## src/rtl/mux16_rr_scheduler.sv

```systemverilog
// mux16_rr_scheduler: round-robin owner of the select line of a shared 16:1 bit mux.
// The 4-bit select and the one-hot grant stay stable for the whole grant.
// The multiplexed bit is registered as dout, one cycle behind sel.
// Optional feature: define MUX16_SCHED_TIMEOUT_EN to force rotation after
// MAX_HOLD cycles of holding; timeout then pulses for one cycle.
// Without the macro no hold counter exists and timeout is tied low.
module mux16_rr_scheduler #(
    parameter int SEL_W    = 4,
    parameter int MAX_HOLD = 8
) (
    input  logic                    clk,
    input  logic                    rst_n,
    input  logic [(1<<SEL_W)-1:0]   req,
    input  logic                    done,
    input  logic [(1<<SEL_W)-1:0]   din,
    output logic [SEL_W-1:0]        sel,
    output logic [(1<<SEL_W)-1:0]   gnt,
    output logic                    gnt_vld,
    output logic                    dout,
    output logic                    dout_vld,
    output logic                    timeout
);

    localparam int N = 1 << SEL_W;
    localparam logic [N-1:0] ONE_N = {{(N-1){1'b0}}, 1'b1};

    typedef enum logic {
        ST_IDLE  = 1'b0,
        ST_GRANT = 1'b1
    } state_t;

    state_t             state_q;
    logic [SEL_W-1:0]   sel_q;
    logic [SEL_W-1:0]   last_q;
    logic [N-1:0]       gnt_q;
    logic               gnt_vld_q;
    logic               dout_q;
    logic               dout_vld_q;

    logic [SEL_W:0]     pick_s;
    logic               found_s;
    logic [SEL_W-1:0]   winner_s;
    logic               hold_hit_s;
    logic               user_rel_s;
    logic               release_s;
    logic               forced_s;
    logic               new_grant_s;

    // Rotating priority scan: last+1 first, last itself is lowest priority.
    function automatic logic [SEL_W:0] rr_pick(input logic [N-1:0] r,
                                               input logic [SEL_W-1:0] last);
        logic [SEL_W-1:0] cand;
        logic             found;
        logic [SEL_W-1:0] win;
        found = 1'b0;
        win   = last;
        for (int i = 1; i <= N; i++) begin
            cand = last + i[SEL_W-1:0];
            if (!found && r[cand]) begin
                found = 1'b1;
                win   = cand;
            end else begin
                found = found;
            end
        end
        return {found, win};
    endfunction

    assign pick_s   = rr_pick(req, last_q);
    assign found_s  = pick_s[SEL_W];
    assign winner_s = pick_s[SEL_W-1:0];

`ifdef MUX16_SCHED_TIMEOUT_EN
    logic [7:0] hold_q;
    logic       timeout_q;

    assign hold_hit_s = (hold_q == 8'(MAX_HOLD - 1));
`else
    assign hold_hit_s = 1'b0;
`endif

    // Release decode: done or a dropped request win over a forced rotation.
    always_comb begin
        user_rel_s  = done | ~req[sel_q];
        release_s   = 1'b0;
        forced_s    = 1'b0;
        new_grant_s = 1'b0;
        if (state_q == ST_GRANT) begin
            release_s   = user_rel_s | hold_hit_s;
            forced_s    = hold_hit_s & ~user_rel_s;
            new_grant_s = (user_rel_s | hold_hit_s) & found_s;
        end else begin
            new_grant_s = found_s;
        end
    end

    // Grant FSM: owns state, select, grant vector and the last-grant pointer.
    always_ff @(posedge clk or negedge rst_n) begin
        if (!rst_n) begin
            state_q   <= ST_IDLE;
            sel_q     <= {SEL_W{1'b0}};
            last_q    <= {SEL_W{1'b1}};
            gnt_q     <= {N{1'b0}};
            gnt_vld_q <= 1'b0;
        end else begin
            case (state_q)
                ST_IDLE, ST_GRANT: begin
                    if (new_grant_s) begin
                        state_q   <= ST_GRANT;
                        sel_q     <= winner_s;
                        last_q    <= winner_s;
                        gnt_q     <= ONE_N << winner_s;
                        gnt_vld_q <= 1'b1;
                    end else if (state_q == ST_IDLE || release_s) begin
                        state_q   <= ST_IDLE;
                        gnt_q     <= {N{1'b0}};
                        gnt_vld_q <= 1'b0;
                    end else begin
                        state_q   <= ST_GRANT;
                    end
                end
                default: begin
                    state_q   <= ST_IDLE;
                    gnt_q     <= {N{1'b0}};
                    gnt_vld_q <= 1'b0;
                end
            endcase
        end
    end

    // Data path: sample the muxed bit while a grant is active.
    always_ff @(posedge clk or negedge rst_n) begin
        if (!rst_n) begin
            dout_q     <= 1'b0;
            dout_vld_q <= 1'b0;
        end else if (gnt_vld_q) begin
            dout_q     <= din[sel_q];
            dout_vld_q <= 1'b1;
        end else begin
            dout_vld_q <= 1'b0;
        end
    end

`ifdef MUX16_SCHED_TIMEOUT_EN
    // Hold counter and timeout pulse: restart on each grant, count while holding.
    always_ff @(posedge clk or negedge rst_n) begin
        if (!rst_n) begin
            hold_q    <= 8'd0;
            timeout_q <= 1'b0;
        end else begin
            timeout_q <= forced_s;
            if (new_grant_s) begin
                hold_q <= 8'd0;
            end else if (state_q == ST_GRANT) begin
                hold_q <= hold_q + 8'd1;
            end else begin
                hold_q <= 8'd0;
            end
        end
    end

    assign timeout = timeout_q;
`else
    assign timeout = 1'b0;
`endif

    assign sel      = sel_q;
    assign gnt      = gnt_q;
    assign gnt_vld  = gnt_vld_q;
    assign dout     = dout_q;
    assign dout_vld = dout_vld_q;

endmodule

```

## config.mk

```make
export PLATFORM = sky130hd
export DESIGN_NAME = mux16_rr_scheduler
export DESIGN_NICKNAME = d
export VERILOG_FILES = /design/src/rtl/mux16_rr_scheduler.sv
export SDC_FILE = /design/constraint.sdc
export NUM_CORES = 1
export LEC_CHECK = 0
export BUFFER_PORTS_ARGS = -buffer_cell sky130_fd_sc_hd__buf_2
export CORE_ASPECT_RATIO = 1.25
export CORE_UTILIZATION = 54
export CTS_CLUSTER_DIAMETER = 30
export DETAILED_ROUTE_END_ITERATION = 8
export PLACE_DENSITY = 0.84
export SLEW_MARGIN = 20
export SYNTH_ARGS = -nofsm -noshare
export SYNTH_HDL_FRONTEND = slang
export SYNTH_SLANG_ARGS = --single-unit
```

## constraint.sdc

```tcl
create_clock -name clk -period 4.82 [get_ports clk]
set_clock_uncertainty 0.1 [all_clocks]
set_input_delay 0.964 -clock clk [delete_from_list [all_inputs] [get_ports clk]]
set_output_delay 0.964 -clock clk [all_outputs]
set_load 0.05 [all_outputs]
```

==> impl_metrics.py <==
metrics = {
    "outcome": {
        "status": "finished, final reports clean",
    },
    "grt": {
        "grt.overflow.total": 0,
        "gr-usage-all-layers_pct": 34.2,
        "grt_pass1_vias": 3940,
        "grt_max_degree": 29,
        "antenna_found_initial": 0,
        "grt_pass1_wl_mm": 20.9,
    },
    "logic_synthesis": {
        "syn_inst": 404,
        "ys_seq_elements": 28,
        "ys.flop_type": "dfrtp_1",
        "synth_fp_nets": 447,
        "ys_types": 67,
        "ys_seq_area_share_pct": 17.0,
        "synth.most_common_cell": "nand2_1",
        "synth_compound_area_share_pct": 18.4,
        "netlist.area_leader.share_pct": 21.7,
        "synth_top_family_by_area": "multiplexers",
        "synth-xor-area-share_pct": 3.38,
        "synth_common_cells": "nand2_1, mux4_2, mux2i_1, dfrtp_1, a21oi_1",
        "syn-cell-area_mm2": 0.00415,
        "synth_area_leaders": "mux4_2, dfrtp_1, mux4_1, mux2i_1, mux2_2",
        "syn_area_per_cell_um2": 10.3,
        "synth-simple-area-share_pct": 13.0,
        "synth_mux_area_share_pct": 40.3,
        "postSynth.asyncResetShare_pct": 100,
        "yosysTopAreaCell": "mux4_2",
        "synth_edf_count": 0,
        "synth_warnings": 0,
        "synthAdderAreaFrac_pct": 2.41,
    },
    "critical_path": {
        "crit_slowest_cell": "mux4_2",
        "endpoint_kind": "register",
        "cpMostUsedCell": "mux4_2",
        "cp_cell_sequence": "inv_1, ha_2, buf_4, mux4_2, mux4_2, nor4_4, and4_1, nor2b_1, o32ai_1, o21bai_1, o41ai_1",
        "crit_type": "register to register",
        "cp.required_ns": 4.87,
        "start_kind": "register",
        "cp.arrival_ns": 4.64,
        "slowest_delay_ns": 0.60,
        "crit_family": "simple AND/OR/NAND/NOR gates",
        "critPathMaxFanout": 13,
        "crit_buf_inv": 2,
    },
    "route": {
        "ant_nets": 0,
        "routed_via_density": 7.34,
        "avgRoutedWirePerCell_um": 23.6,
        "dr_total_vias": 4083,
        "remaining_drc_errors": 0,
        "drt_iter0_markers": 521,
        "drt_first_pass_iters": 5,
        "routed_wl_mm": 13.1,
    },
    "die": {
        "die_h_um": 100,
        "die_area_mm2": 0.00804,
        "core_area_mm2": 0.00740,
        "die_w_um": 80.4,
        "start_util_pct": 56.0,
        "io_pins": 59,
        "rows": 35,
    },
    "final_layout": {
        "nets": 508,
        "layout-drive-gt1-share_pct": 33.8,
        "nFillCells": 603,
        "instances_no_fill": 556,
        "insertedDiodeCount": 0,
        "area_growth_pct": 11.7,
    },
    "sta": {
        "slew_viol_final": 0,
        "fin_setup_tns_ns": 0,
        "finalSetupViolCount": 0,
        "fmax_mhz": 218,
        "finalCriticalPeriod_ns": 4.59,
        "timing.final.crit_share_pct": 95.2,
        "finalHoldViolCount": 0,
        "worst_pin_slew_ns": 0.792,
        "maxSlewHeadroom_pct": 47.1,
        "rsz0062_at_grt": "false",
    },
    "clock_tree": {
        "cts_buffer_depth": 2,
        "htree_levels": 1,
        "clk-insertion-delay-late_ns": 0.27,
        "cts_hold_buffers": 0,
        "clock_sinks": 28,
        "cts_made_buffers": 3,
        "tritoncts": "built",
        "clk_transition_reported_paths_ns": 0.09,
        "clockRootBuffer": "clkbuf_8",
    },
    "placement": {
        "numPortBuffers": 57,
        "dp_cells": 552,
        "dp_hpwl_mm": 10.1,
        "gp_congestion": 0.992,
    },
    "hold_path": {
        "min_path_type": "register to register",
    },
    "job": {
        "maxCapViolations": 0,
    },
}
-- per-stage QoR --
step / area, um2 / worst slack [ns] / utilization, % / hold WS, ns
after CTS: 4620 / 0.137 / 62.4 / 0.378
after global routing: 4630 / 0.00950 / 62.6 / 0.390
after global placement: 4570 / 0.374 / 61.8 / 0.317
final: 4630 / 0.231 / 62.6 / 0.379
after detailed placement: 4570 / 0.204 / 61.8 / 0.340
after floorplan: 4150 / 0.00967 / - / 0.568
-- cell usage in the layout, fill, tap and decap left out, types with 7 or more instances in the layout --
cell type | synthesis | final
mux2_1 | 7 | 7
a21oi_1 | 18 | 18
nand2_1 | 45 | 45
mux2_2 | 15 | 15
o41ai_1 | 8 | 8
mux4_1 | 10 | 10
o31ai_1 | 11 | 11
buf_4 | 1 | 25
inv_1 | 14 | 14
nor2_1 | 17 | 17
mux4_2 | 40 | 40
dfrtp_1 | 24 | 24
mux2i_1 | 26 | 25
buf_2 | 6 | 57
ha_1 | 8 | 7
o21ai_0 | 11 | 11
a211oi_1 | 7 | 7
xnor2_1 | 13 | 13
-- worst paths after layout --
check,from,end,slack [ns],cells past startpoint
max in group asynchronous,rst_n,sel[2],3.63,1
min in group asynchronous,rst_n,gnt[7],0.59,1
setup / recovery,last_q[1],gnt[13],0.23,11
hold / removal,gnt_vld,dout_vld,0.38,0
hold reg to reg,gnt_vld,dout_vld,0.38,0
setup reg to reg,last_q[1],gnt[13],0.23,11
-- worst reg2reg max path, cell delays in order (launching register included) --
cell,delay (ns)
dfstp_2,0.55
inv_1,0.06
ha_2,0.52
buf_4,0.24
mux4_2,0.39
mux4_2,0.60
nor4_4,0.35
and4_1,0.43
nor2b_1,0.27
o32ai_1,0.13
o21bai_1,0.36
o41ai_1,0.48
-- what timing repair did --
item                                    CTS  global route
endpoints found under the setup margin    0            15
setup buffers                             0             0
resized for setup                         0             3
-- cell type report --
| type | instances | area (um2) | share of cell area, % |
|---|---|---|---|
| timing repair buffer | 82 | 473 | 10.2 |
| multi-input combinational | 334 | 3230 | 69.8 |
| inverter | 16 | 60.1 | 1.30 |
| clock buffer | 4 | 45.0 | 0.972 |
| tap | 92 | 115 | 2.49 |
| sequential | 28 | 706 | 15.2 |
-- registers in the layout, summed over array words and instances (netlist names) --
| name | count |
|---|---|
| gnt | 16 |
| last_q | 4 |
| sel | 4 |
| dout | 1 |
| dout_vld | 1 |
| gnt_vld | 1 |
| state_q | 1 |
-- metal layers --
layer	global-route usage (%)	share of wire (%)
met4	14.8	4.7
met2	56.4	49
met3	4.55	9.4
met1	44.9	37
met5	0	0
-- cells by family after synthesis --
| group | count (synthesis) |
|---|---|
| other | 1 |
| flip-flops | 28 |
| adder cells (fa/ha/maj) | 8 |
| buffers and inverters | 42 |
| AND/OR/NAND/NOR | 105 |
| XOR/XNOR | 16 |
| multiplexers | 98 |
| AO/OA/AOI/OAI | 106 |
Power is not shown: default switching activity piles up to over one toggle a cycle in this logic, so the estimate is an artifact.
